`src/rtl/noc_pkg.sv`:
```
// Shared router definitions: flit type codes, port indices and scheduler state encoding.
package noc_pkg;

  localparam logic [2:0] FLIT_HEADER = 3'b001;
  localparam logic [2:0] FLIT_BODY   = 3'b010;
  localparam logic [2:0] FLIT_TAIL   = 3'b100;

  localparam int PORT_L = 0;
  localparam int PORT_N = 1;
  localparam int PORT_E = 2;

  typedef enum logic {
    IDLE = 1'b0,
    SEND = 1'b1
  } sched_state_e;

  // Index width that stays legal for a single requester.
  function automatic int idx_width(input int n);
    return (n > 1) ? $clog2(n) : 1;
  endfunction

endpackage

```
`src/rtl/rr_priority_picker.sv`:
```
// Round-robin picker: first eligible requester after rr_last, wrapping modulo NUM_REQ.
module rr_priority_picker
  import noc_pkg::*;
#(
  parameter int NUM_REQ = 3,
  localparam int IDX_W = idx_width(NUM_REQ)
) (
  input  logic [NUM_REQ-1:0] eligible,
  input  logic [IDX_W-1:0]   rr_last,
  output logic [NUM_REQ-1:0] winner,
  output logic               valid
);

  always_comb begin
    int idx;
    idx    = 0;
    winner = '0;
    valid  = 1'b0;
    for (int k = 1; k <= NUM_REQ; k++) begin
      idx = (int'(rr_last) + k) % NUM_REQ;
      if (!valid && eligible[idx]) begin
        winner[idx] = 1'b1;
        valid       = 1'b1;
      end
    end
  end

endmodule

```
`src/rtl/packet_output_scheduler.sv`:
```
// Per-output scheduler: round-robin header arbitration, then a crossbar lock held for the
// whole packet with one FIFO read pulse per forwarded flit while downstream is clear.
module packet_output_scheduler
  import noc_pkg::*;
#(
  parameter int NUM_REQ   = 3,
  parameter int LEN_WIDTH = 12,
  localparam int IDX_W = idx_width(NUM_REQ)
) (
  input  logic                           clk,
  input  logic                           rst,
  input  logic [NUM_REQ-1:0]             req,
  input  logic [3*NUM_REQ-1:0]           req_flit_type,
  input  logic [LEN_WIDTH*NUM_REQ-1:0]   req_length,
  input  logic                           dcts,
  output logic [NUM_REQ-1:0]             grant,
  output logic [NUM_REQ-1:0]             sel,
  output logic                           busy,
  output logic                           pkt_done,
  output logic                           len_err,
  output sched_state_e                   dbg_state
);

  // Handshake: a flit is consumed from FIFO i on every clk edge where grant[i]=1; grant
  // rises only while this port owns the lock, req[owner]=1 and dcts=1, with no further hold.

  sched_state_e         state_q, state_d;
  logic [IDX_W-1:0]     owner_q, owner_d;
  logic [IDX_W-1:0]     rr_last_q, rr_last_d;
  logic [NUM_REQ-1:0]   sel_q, sel_d;
  logic                 busy_q, busy_d;
  logic                 pkt_done_q, pkt_done_d;
  logic                 len_err_q, len_err_d;
  logic [LEN_WIDTH-1:0] remaining_q, remaining_d;

  logic [NUM_REQ-1:0]   eligible;
  logic [NUM_REQ-1:0]   pick_onehot;
  logic                 pick_valid;
  logic [IDX_W-1:0]     pick_idx;
  logic [LEN_WIDTH-1:0] pick_len;
  logic [2:0]           own_type;
  logic                 last_flit;

  always_comb begin
    eligible = '0;
    for (int i = 0; i < NUM_REQ; i++) begin
      eligible[i] = req[i] && (req_flit_type[3*i +: 3] == FLIT_HEADER);
    end
  end

  rr_priority_picker #(
    .NUM_REQ (NUM_REQ)
  ) u_picker (
    .eligible (eligible),
    .rr_last  (rr_last_q),
    .winner   (pick_onehot),
    .valid    (pick_valid)
  );

  always_comb begin
    pick_idx = '0;
    pick_len = '0;
    own_type = '0;
    for (int i = 0; i < NUM_REQ; i++) begin
      if (pick_onehot[i]) begin
        pick_idx = IDX_W'(i);
        pick_len = req_length[LEN_WIDTH*i +: LEN_WIDTH];
      end
      if (sel_q[i]) begin
        own_type = req_flit_type[3*i +: 3];
      end
    end
  end

  // Reset also masks grant so no flit leaves during the reset cycle itself.
  always_comb begin
    grant = '0;
    if ((state_q == SEND) && !rst) begin
      grant = sel_q & req & {NUM_REQ{dcts}};
    end
  end

  assign last_flit = (remaining_q == '0) || (own_type == FLIT_TAIL);

  always_comb begin
    state_d     = state_q;
    owner_d     = owner_q;
    rr_last_d   = rr_last_q;
    sel_d       = sel_q;
    busy_d      = busy_q;
    pkt_done_d  = 1'b0;
    len_err_d   = len_err_q;
    remaining_d = remaining_q;
    case (state_q)
      IDLE: begin
        if (pick_valid) begin
          state_d     = SEND;
          owner_d     = pick_idx;
          sel_d       = pick_onehot;
          busy_d      = 1'b1;
          remaining_d = (pick_len == '0) ? '0 : pick_len - LEN_WIDTH'(1);
        end
      end
      SEND: begin
        if (|grant) begin
          if (last_flit) begin
            state_d    = IDLE;
            sel_d      = '0;
            busy_d     = 1'b0;
            rr_last_d  = owner_q;
            pkt_done_d = 1'b1;
            if (own_type != FLIT_TAIL) begin
              len_err_d = 1'b1;
            end
          end else begin
            remaining_d = remaining_q - LEN_WIDTH'(1);
          end
        end
      end
      default: begin
        state_d = IDLE;
        sel_d   = '0;
        busy_d  = 1'b0;
      end
    endcase
  end

  always_ff @(posedge clk) begin
    if (rst) begin
      state_q     <= IDLE;
      owner_q     <= '0;
      rr_last_q   <= IDX_W'(NUM_REQ - 1);
      sel_q       <= '0;
      busy_q      <= 1'b0;
      pkt_done_q  <= 1'b0;
      len_err_q   <= 1'b0;
      remaining_q <= '0;
    end else begin
      state_q     <= state_d;
      owner_q     <= owner_d;
      rr_last_q   <= rr_last_d;
      sel_q       <= sel_d;
      busy_q      <= busy_d;
      pkt_done_q  <= pkt_done_d;
      len_err_q   <= len_err_d;
      remaining_q <= remaining_d;
    end
  end

  assign sel       = sel_q;
  assign busy      = busy_q;
  assign pkt_done  = pkt_done_q;
  assign len_err   = len_err_q;
  assign dbg_state = state_q;

endmodule
```
`config.mk`:
```
export PLATFORM = sky130hd
export DESIGN_NAME = packet_output_scheduler
export DESIGN_NICKNAME = d
export VERILOG_FILES = /design/src/rtl/noc_pkg.sv /design/src/rtl/rr_priority_picker.sv /design/src/rtl/packet_output_scheduler.sv
export SDC_FILE = /design/constraint.sdc
export NUM_CORES = 1
export LEC_CHECK = 0
export CAP_MARGIN = 20
export CORE_MARGIN = 10
export CORE_UTILIZATION = 30
export DETAILED_ROUTE_END_ITERATION = 7
export PLACE_DENSITY_LB_ADDON = 0.1
export SYNTH_ARGS = -nofsm -noshare
export SYNTH_HDL_FRONTEND = slang
export SYNTH_HIERARCHICAL = 1
export SYNTH_SLANG_ARGS = --single-unit
export TNS_END_PERCENT = 10
```
`constraint.sdc`:
```
create_clock -name clk -period 4.4 [get_ports clk]
set_clock_uncertainty 0.05 [all_clocks]
set_input_delay 0.88 -clock clk [delete_from_list [all_inputs] [get_ports clk]]
set_output_delay 0.88 -clock clk [all_outputs]
set_load 0.005 [all_outputs]
```
# Word-level counts from Yosys, hierarchy flattened
# Cells that the tools add are included.
[word_totals]
regBits = 23
inputBits = 51
out_inout_bits = 10
elab_cells = 107
[op_classes]
addsub = 5
div_mod_pow = 3
magnitude_cmp = 6
n_eq_ne = 9
mux = 48
bitwise = 6
n_reduce_logical = 22
[op_table]
columns = ["op", "count"]
rows = [
  ["$ge 32x1->1 const B", 3],
  ["$lt 32x4->1 const B", 3],
  ["$mod 32x3->32 const B", 3],
  ["$mux 12", 7],
  ["$mux 3", 10],
  ["$logic_not 12->1", 2],
  ["$pmux 12 s2", 1],
  ["$sub 12x1->12 const B", 2],
  ["$mux 1", 20],
  ["$eq 3x1->1 const B", 3],
  ["$logic_and 1x1->1", 9],
  ["$reduce_and 3->1", 3],
  ["$add 2x2->3 const B", 2],
  ["$and 3x3->3", 2],
  ["$bmux 1 s2", 3],
  ["$demux 1 s2", 3],
  ["$or 3x3->3", 2],
  ["$pmux 3 s2", 1],
  ["$reduce_or 3->1", 2],
  ["$ne 2x1->1 const B", 2],
  ["$ne 2x2->1 const B", 2],
  ["$pmux 1 s2", 2],
  ["$reduce_and 4->1", 1],
  ["$add 2x1->3 const B", 1],
  ["other kinds (7)", 10],
]

# Logic depth before layout (Yosys ltp)
# Gate-level depths: netlist of the first run.
[logic_depth]
depth_word = 19
ltp_mapped = 19
depth_no_buf = 16

# Hierarchy
# Netlist of the first run, hierarchy kept.
[by_module_without_submodules]
columns = ["mod", "instances", "cells_per_inst", "area_each_um2", "seq_area_each_um2"]
rows = [
  ["packet_output_scheduler", 1, 245, 1883.1, 460.4],
  ["rr_priority_picker", 1, 48, 309.0, 0.0],
]

# Least setup slack after synthesis of the first run
# No wires, ideal clock.
[synth_timing]
kind = "input port to flip-flop"
from = "input req[2]"
to = "register remaining_q[4]"
setup_time_ns = 0.122
arrival_time_ns = 3.850
t_required_ns = 4.228
slack_ns = 0.378
cell_stages = 15
path_buffers = 1
cell_sequence = "nor4bb_1 -> nand3b_1 -> o21ai_2 -> nor2_1 -> o31ai_2 -> buf_2 -> nand3b_1 -> a2bb2oi_1 -> inv_1 -> ha_1 -> nor2b_1 -> a32oi_1 -> o21ai_0 -> a311oi_2 -> o21ai_1"
[synth_via]
elab_chain_len = 18
elab_cells_between_ends = 37
classes_between = "add/sub: 1; eq/ne: 2; mux: 22; bitwise: 4; reduce/logical: 8"
[synth_lines]
columns = ["item", "line", "text"]
rows = [
  ["from (decl)", "packet_output_scheduler.sv:12", "input logic [NUM_REQ-1:0] req,"],
  ["$logic_and 1x1->1 (*)", "packet_output_scheduler.sv:47", "eligible[i] = req[i] && (req_flit_type[3*i +: 3] == FLIT_HEADER);"],
  ["$bmux 1 s2", "rr_priority_picker.sv:21", "if (!valid && eligible[idx]) begin"],
  ["$mux 1 (not written as such) (2 in series)", "rr_priority_picker.sv:21", ""],
  ["$mux 1", "rr_priority_picker.sv:21", ""],
  ["$logic_not 1->1", "rr_priority_picker.sv:21", ""],
  ["$logic_and 1x1->1", "rr_priority_picker.sv:21", ""],
  ["$mux 1", "rr_priority_picker.sv:21", ""],
  ["$logic_not 1->1", "rr_priority_picker.sv:21", ""],
  ["$logic_and 1x1->1", "rr_priority_picker.sv:21", ""],
  ["$mux 3 (*)", "rr_priority_picker.sv:21", ""],
  ["net pick_onehot[0]", "packet_output_scheduler.sv:37", "logic [NUM_REQ-1:0] pick_onehot;"],
  ["$mux 12 (*) (3 in series)", "packet_output_scheduler.sv:65", "if (pick_onehot[i]) begin"],
  ["$sub 12x1->12 / $logic_not 12->1 (equally long branches)", "packet_output_scheduler.sv:101", "remaining_d = (pick_len == '0) ? '0 : pick_len - LEN_WIDTH'(1);"],
  ["$mux 12 (*)", "packet_output_scheduler.sv:101", ""],
  ["$mux 12 (*)", "packet_output_scheduler.sv:96", "if (pick_valid) begin"],
  ["$pmux 12 s2 (*)", "packet_output_scheduler.sv:94", "case (state_q)"],
  ["to (signal assigned)", "packet_output_scheduler.sv:146", "remaining_q <= remaining_d;"],
  ["to (decl)", "packet_output_scheduler.sv:34", "logic [LEN_WIDTH-1:0] remaining_q, remaining_d;"],
]
# Mark *: on every way through the listed nets, which the timed path passes. The rest lies on a longest branch. The select of a mux whose other input is x is not followed.
# A chain may end at the register's enable or synchronous reset.

# Worst setup path after layout of the first run
[layout_timing]
from = "input req[2]"
to = "register remaining_q[10]"
[layout_via]
elab_cells_between_ends = 37
classes_between = "add/sub: 1; eq/ne: 2; mux: 22; bitwise: 4; reduce/logical: 8"
[layout_rtl]
columns = ["item", "line", "text"]
rows = [
  ["$logic_and 1x1->1 (*)", "packet_output_scheduler.sv:47", ""],
  ["net eligible[2]", "packet_output_scheduler.sv:36", "logic [NUM_REQ-1:0] eligible;"],
  ["$bmux 1 s2", "rr_priority_picker.sv:21", ""],
  ["$mux 1 (not written as such) (2 in series)", "rr_priority_picker.sv:21", ""],
  ["$mux 1", "rr_priority_picker.sv:21", ""],
  ["$logic_not 1->1", "rr_priority_picker.sv:21", ""],
  ["$logic_and 1x1->1", "rr_priority_picker.sv:21", ""],
  ["$mux 1", "rr_priority_picker.sv:21", ""],
  ["$logic_not 1->1", "rr_priority_picker.sv:21", ""],
  ["$logic_and 1x1->1", "rr_priority_picker.sv:21", ""],
  ["$mux 3 (*)", "rr_priority_picker.sv:21", ""],
  ["net pick_onehot[1]", "packet_output_scheduler.sv:37", ""],
  ["$mux 12 (*) (2 in series)", "packet_output_scheduler.sv:65", ""],
  ["$sub 12x1->12 / $logic_not 12->1 (equally long branches)", "packet_output_scheduler.sv:101", ""],
  ["$mux 12 (*)", "packet_output_scheduler.sv:101", ""],
  ["$mux 12 (*)", "packet_output_scheduler.sv:96", ""],
  ["$pmux 12 s2 (*)", "packet_output_scheduler.sv:94", ""],
]
# Marks and branches as above.

==> flow_metrics.env, run 1 <==
export IMPL_outcome="completed"
export IMPL_diodes=0
export IMPL_ys_seq_area_share_pct=21.0
export IMPL_vias_per_cell=5.10
export IMPL_pwr_density_cell_nw_per_um2=211
export IMPL_crit_slowest_cell="clkdlybuf4s50_1"
export IMPL_root_buffer="clkbuf_8"
export IMPL_synth_top_family_by_area="compound AO/OA/AOI/OAI gates"
export IMPL_yosysUniqueCellTypes=58
export IMPL_final_hold_violation_count=0
export IMPL_dr_pass1_iters=4
export IMPL_drt_iter0_drc=75
export IMPL_fin_crit_ns=4.04
export IMPL_hp_class="reg2reg"
export IMPL_row_count=31
export IMPL_grt_util_met3_pct=2.50
export IMPL_synth_xor_area_share_pct=4.79
export IMPL_p_leak_nw=1.13
export IMPL_cpPeakStageDelay_ns=0.47
export IMPL_wl_mm=7.10
export IMPL_boundaryPins=61
export IMPL_syn_inst=293
export IMPL_initial_core_util_pct=30.5
export IMPL_nNetsFinal=428
export IMPL_synth_mux_area_share_pct=0.913
export IMPL_cts_buffer_depth=2
export IMPL_clk_pin_slew_ns=0.09
export IMPL_period_share_pct=91.8
export IMPL_gp_congestion=0.791
export IMPL_hold_path_startpoint="owner_q[1]$_SDFFE_PP0P_"
export IMPL_setup_tns_ns=0
export IMPL_avgRoutedWirePerCell_um=15.2
export IMPL_die_x_um=105
export IMPL_yosys_warnings=6
export IMPL_synth_compound_area_share_pct=32.9
export IMPL_synth_enable_flop_cells=0
export IMPL_r2r_cells=17
export IMPL_setup_viol=0
export IMPL_worstMarginPinSlew_ns=0.585
export IMPL_grt_pass1_wl_mm=11.8
export IMPL_critPathBufInv=3
export IMPL_path_common_cell="o22ai_1"
export IMPL_crit_path_start_kind="primary input"
export IMPL_end_kind="register"
export IMPL_critical_path_class="in2reg"
export IMPL_critPathMaxFanout=7
export IMPL_critPathArrivalTime_ns=4.18
export IMPL_grt_pass1_vias=2417
export IMPL_drc=0
export IMPL_synth_ff_type="dfxtp_1"
export IMPL_max_freq_mhz=248
export IMPL_ys_ff_latch=23
export IMPL_cts_buffers=3
export IMPL_hpwl_mm=5.65
export IMPL_min_path_cells=2
export IMPL_use_met1_pct=15.9
export IMPL_slew_viol_final=0
export IMPL_clock_latency_ns=0.27
export IMPL_hold_ws_ns=0.416
export IMPL_cpLargestDelayFamily="compound AO/OA/AOI/OAI gates"
export IMPL_worst_slack_ns=0.362
export IMPL_die_area_sq_um=11100
export IMPL_r2r_slack_ns=0.75
export IMPL_htree_levels=1
export IMPL_die_h_um=105
export IMPL_cts_sinks=23
export IMPL_syn2layout_area_growth_pct=40.9
export IMPL_grtUsageTotal_pct=12.5
export IMPL_maxCapViolations=0
export IMPL_worstHoldEndpoint="owner_q[1]$_SDFFE_PP0P_"
export IMPL_antenna_found_initial=0
export IMPL_path_cells="clkdlybuf4s50_1 > nor4bb_2 > buf_4 > nand2b_1 > o22ai_1 > a21oi_1 > o22ai_1 > nand3b_1 > a2bb2oi_1 > inv_1 > ha_1 > nor2b_1 > a32oi_2 > nor2_1 > a31oi_1 > o21ai_1 > a211oi_1"
export IMPL_postCtsHoldBufs=0
export IMPL_syn_nets=352
export IMPL_final_util_pct=43.1
export IMPL_cts_tree="done"
export IMPL_post_cts_buffers=0
export IMPL_slew_headroom_pct=60.9
export IMPL_grt_start_max_net_pins=21
export IMPL_rsz0062_at_grt="false"
export IMPL_busiest_layer="met2"
export IMPL_r2r_start="rr_last_q[0]$_SDFFE_PP0P_"
export IMPL_regToRegEndpoint="remaining_q[10]$_SDFFE_PP0P_"
export IMPL_vias=2384
export IMPL_dp_worst_setup_slack_ns=-0.0203
export IMPL_synth_area_sq_um=2190
export IMPL_core_area_sq_um=7180
export IMPL_grt_use_met2_pct=22.0
export IMPL_synth_avg_cell_area_sq_um=7.48
export IMPL_grt_overflow=0
export IMPL_synth_fa_ha_area_share_pct=4.57
export IMPL_irDropWorstVdd_mv=0.152
export IMPL_ant_nets=0
export IMPL_synth_simple_area_share_pct=28.8
export IMPL_drive_above_1_share_pct=14.1
export IMPL_async_flop_share_pct=0
export IMPL_port_buffer_count=60
export IMPL_cp_required_ns=4.54
how the worst max path moves through the flow:
stage	from	to	depth (start not counted)
2_1_floorplan	req[2]	remaining_q[4]$_SDFFE_PP0P_	15
3_3_place_gp	req[2]	remaining_q[4]$_SDFFE_PP0P_	17
3_5_place_dp	req[2]	remaining_q[4]$_SDFFE_PP0P_	17
4_1_cts	req[2]	remaining_q[4]$_SDFFE_PP0P_	17
5_1_grt	req[2]	remaining_q[6]$_SDFFE_PP0P_	17
6_report	req[2]	remaining_q[10]$_SDFFE_PP0P_	17
Yosys cell counts (4+ instances only):
cell type  number  area [sq um]
nor2b_1         9          56.3
o22ai_1         5          31.3
xor2_1         10          87.6
nand2b_1        4          25.0
o21ai_0        15          75.1
buf_2           5          25.0
nand3b_1       13          97.6
a21oi_1        30           150
nand2_1        30           113
dfxtp_1        23           460
nor3_1          9          45.0
nor2_1         23          86.3
o21ai_1         7          35.0
a31oi_1         5          31.3
clkbuf_1        4          15.0
a2bb2oi_1       5          43.8
nand3_1         6          30.0
buf_4           5          37.5
nor4_1          6          37.5
inv_1          15          56.3
a211oi_1        5          37.5
ha_1            8           100
kinds of logic after synthesis:
group                      after synthesis
AOI/OAI and AO/OA                       98
xor gates and xnor gates                12
adders and majority gates                8
buffers and inverters                   32
DFF                                     23
muxes                                    2
and+or+nand+nor                        118
worst min-delay path, cell delays in order, from the launching register on:
cell and delay [ns]:
dfxtp_1 0.32, nand2_1 0.05, a21oi_1 0.06
per-stage QoR:
stage | instance area (sq um) | cells | total power, W
floorplan | 2190 | 293 | 0.000407
global placement | 3020 | 463 | 0.000517
detailed placement | 3020 | 463 | 0.000519
CTS | 3070 | 467 | 0.000655
global route | 3090 | 467 | 0.000698
finish | 3090 | 467 | 0.000653
repair_timing:
action,CTS,global route
hold endpoints to repair,0,0
endpoints found under the setup margin,0,2
gates resized for setup,0,3
layer usage:
| layer | wire length [um] | vias up |
|---|---|---|
| met1 | 3410 | 1099 |
| li1 | - | 1231 |
| met5 | 0 | - |
| met4 | 15 | 0 |
| met3 | 249 | 2 |
| met2 | 3420 | 52 |
layout by cell type (no fill, tap or decap), types with 6 or more instances in the layout:
| master | n |
|---|---|
| nand3_1 | 6 |
| ha_1 | 8 |
| buf_4 | 26 |
| a21oi_1 | 30 |
| o21ai_1 | 7 |
| nor3_1 | 9 |
| clkdlybuf4s50_1 | 60 |
| dfxtp_1 | 23 |
| xor2_1 | 10 |
| nor2b_1 | 9 |
| nor2_1 | 23 |
| o21ai_0 | 15 |
| nand2_1 | 30 |
| inv_1 | 15 |
| nand3b_1 | 13 |
area by class of cell:
class	count	area, sq um
Timing Repair Buffer	86	796
Fill cell	751	4090
Multi-Input combinational cell	238	1600
Sequential cell	23	460
Inverter	17	63.8
Clock inverter	1	5.00
Tap cell	99	124
Clock buffer	3	41.3
sequential cells by signal, indices dropped and copies added, names as in the netlist:
name / flops
remaining_q: 12
sel: 3
owner_q: 2
rr_last_q: 2
busy: 1
dbg_state: 1
len_err: 1
pkt_done: 1
power breakdown:
part           switching (W)  total (W)  internal, W  leakage, nW
registers          0.0000188   0.000239     0.000220        0.187
logic               0.000134   0.000277     0.000143        0.912
clock network      0.0000734   0.000137    0.0000634       0.0255
Note: power is estimated with default switching activity, not from simulation.
==> run 2: changes to the inputs <==
==> constraint.sdc (replaced) <==
create_clock -name clk -period 4.4 [get_ports clk]
set_clock_uncertainty 0.05 [all_clocks]
set_input_delay 0.66 -clock clk [delete_from_list [all_inputs] [get_ports clk]]
set_output_delay 0.66 -clock clk [all_outputs]
set_load 0.005 [all_outputs]
==> run 2 against run 1 <==
Against the previous run:
- worst setup slack better by 0.079 ns
- cell count shrank 1.3%
- routed wire length up 0.56%
- sequential power hardly changed
- largest cell class unchanged
- largest power group unchanged
==> flow_metrics.env, run 2 (same netlist as run 1, synthesis figures left out) <==
export IMPL_outcome="completed"
export IMPL_critPathArrivalTime_ns=4.10
export IMPL_critical_path_class="in2reg"
export IMPL_dr_pass1_iters=4
export IMPL_ant_nets=0
export IMPL_worstMarginPinSlew_ns=0.608
export IMPL_cp_required_ns=4.54
export IMPL_regMostFlops="remaining_q"
export IMPL_hold_ws_ns=0.411
export IMPL_clock_latency_ns=0.27
export IMPL_largest_reg_flops=12
export IMPL_end_kind="register"
export IMPL_postCtsHoldBufs=0
export IMPL_grt_pass1_wl_mm=11.8
export IMPL_grtUsageTotal_pct=12.5
export IMPL_irDropWorstVdd_mv=0.193
export IMPL_fin_crit_ns=3.96
export IMPL_setup_viol=0
export IMPL_clk_pin_slew_ns=0.09
export IMPL_p_leak_nw=1.09
export IMPL_grt_overflow=0
export IMPL_multi_input_area_sq_um=1580
export IMPL_drt_iter0_drc=109
export IMPL_mostFrequentLayoutCells="clkdlybuf4s50_1 (60), nand2_1 (30), a21oi_1 (30)"
export IMPL_initial_core_util_pct=30.5
export IMPL_drive_above_1_share_pct=11.9
export IMPL_hp_class="reg2reg"
export IMPL_die_area_sq_um=11100
export IMPL_seqCellArea_sq_um=460
export IMPL_cts_sinks=23
export IMPL_drc=0
export IMPL_grt_pass1_vias=2392
export IMPL_final_util_pct=42.1
export IMPL_crit_path_start_kind="primary input"
export IMPL_pwr_density_cell_nw_per_um2=214
export IMPL_cts_buffer_depth=2
export IMPL_maxCapViolations=0
export IMPL_gp_congestion=0.794
export IMPL_die_h_um=105
export IMPL_port_buffer_count=60
export IMPL_post_cts_buffers=0
export IMPL_antenna_found_initial=0
export IMPL_max_freq_mhz=253
export IMPL_diodes=0
export IMPL_avgRoutedWirePerCell_um=15.5
export IMPL_core_area_sq_um=7180
export IMPL_boundaryPins=61
export IMPL_period_share_pct=90.0
export IMPL_layout_cells_most_common="clkdlybuf4s50_1"
export IMPL_setup_tns_ns=0
export IMPL_slew_headroom_pct=59.5
export IMPL_cts_buffers=3
export IMPL_cts_tree="done"
export IMPL_die_x_um=105
export IMPL_worst_slack_ns=0.442
export IMPL_hpwl_mm=5.71
export IMPL_dp_worst_setup_slack_ns=0.136
export IMPL_nNetsFinal=422
export IMPL_cts_resized=0
export IMPL_root_buffer="clkbuf_8"
export IMPL_critPathMaxFanout=7
export IMPL_wl_mm=7.14
export IMPL_vias_per_cell=5.15
export IMPL_htree_levels=1
export IMPL_n_fill_cell=746
export IMPL_row_count=31
export IMPL_rsz0062_at_grt="false"
export IMPL_syn2layout_area_growth_pct=38.0
export IMPL_slew_viol_final=0
export IMPL_vias=2376
export IMPL_grt_start_max_net_pins=21
export IMPL_final_hold_violation_count=0
run 2: path summary, 6_finish.rpt:
| check | startpoint | to | slack [ns] | cells past startpoint |
|---|---|---|---|---|
| setup / recovery | req[2] | remaining_q[10]$_SDFFE_PP0P_ | 0.44 | 17 |
| hold / removal | owner_q[1]$_SDFFE_PP0P_ | owner_q[1]$_SDFFE_PP0P_ | 0.41 | 2 |
| setup reg to reg | rr_last_q[0]$_SDFFE_PP0P_ | remaining_q[10]$_SDFFE_PP0P_ | 0.62 | 16 |
| hold reg to reg | owner_q[1]$_SDFFE_PP0P_ | owner_q[1]$_SDFFE_PP0P_ | 0.41 | 2 |
run 2: layout make-up:
type / instances / share of cell area (%)
multi-input combinational: 238 / 52.2
clock buffer: 3 / 1.37
sequential: 23 / 15.2
inverter: 17 / 2.11
tap: 99 / 4.10
timing repair buffer: 80 / 24.8
clock inverter: 1 / 0.165
run 2: stage by stage:
| step | area (sq um) | cells | total power (W) |
|---|---|---|---|
| floorplan | 2190 | 293 | 0.000407 |
| global placement | 2980 | 457 | 0.000512 |
| detailed placement | 2980 | 457 | 0.000512 |
| CTS | 3020 | 461 | 0.000651 |
| global route | 3020 | 461 | 0.000696 |
| finish | 3020 | 461 | 0.000647 |
run 2: critical path: stages:
cell,delay [ns]
clkdlybuf4s50_1,0.47
nor4bb_1,0.33
buf_4,0.21
nand2b_1,0.11
o22ai_1,0.08
a21oi_1,0.16
o22ai_1,0.23
nand3b_1,0.23
a2bb2oi_1,0.24
inv_1,0.10
ha_1,0.25
nor2b_1,0.14
a32oi_1,0.32
nor2_1,0.10
a31oi_1,0.18
o21ai_1,0.10
a211oi_1,0.20
run 2: report_power, final:
part	internal, W	switching, W	leakage [nW]
Sequential	0.000220	0.0000157	0.187
Combinational	0.000137	0.000136	0.881
Clock	0.0000634	0.0000754	0.0255
Total	0.000420	0.000227	1.09
run 2: per-layer routing:
metal	vias to the layer above	wire length, um	global-route usage [%]
met3	2	280	2.56
met2	53	3430	21.7
met5	-	0	0
met1	1107	3410	16.1
li1	1214	-	-
met4	0	18	0.882
==> run 3: changes to the inputs <==
--- a/config.mk
+++ b/config.mk
@@ -8,6 +8,7 @@
 export CAP_MARGIN = 20
 export CORE_MARGIN = 10
 export CORE_UTILIZATION = 30
+export CTS_CLUSTER_SIZE = 10
 export DETAILED_ROUTE_END_ITERATION = 7
 export PLACE_DENSITY_LB_ADDON = 0.1
 export SYNTH_ARGS = -nofsm -noshare
==> results of run 3 <==
Same layout as run 2: the final DEF is identical, and so are final timing and power.
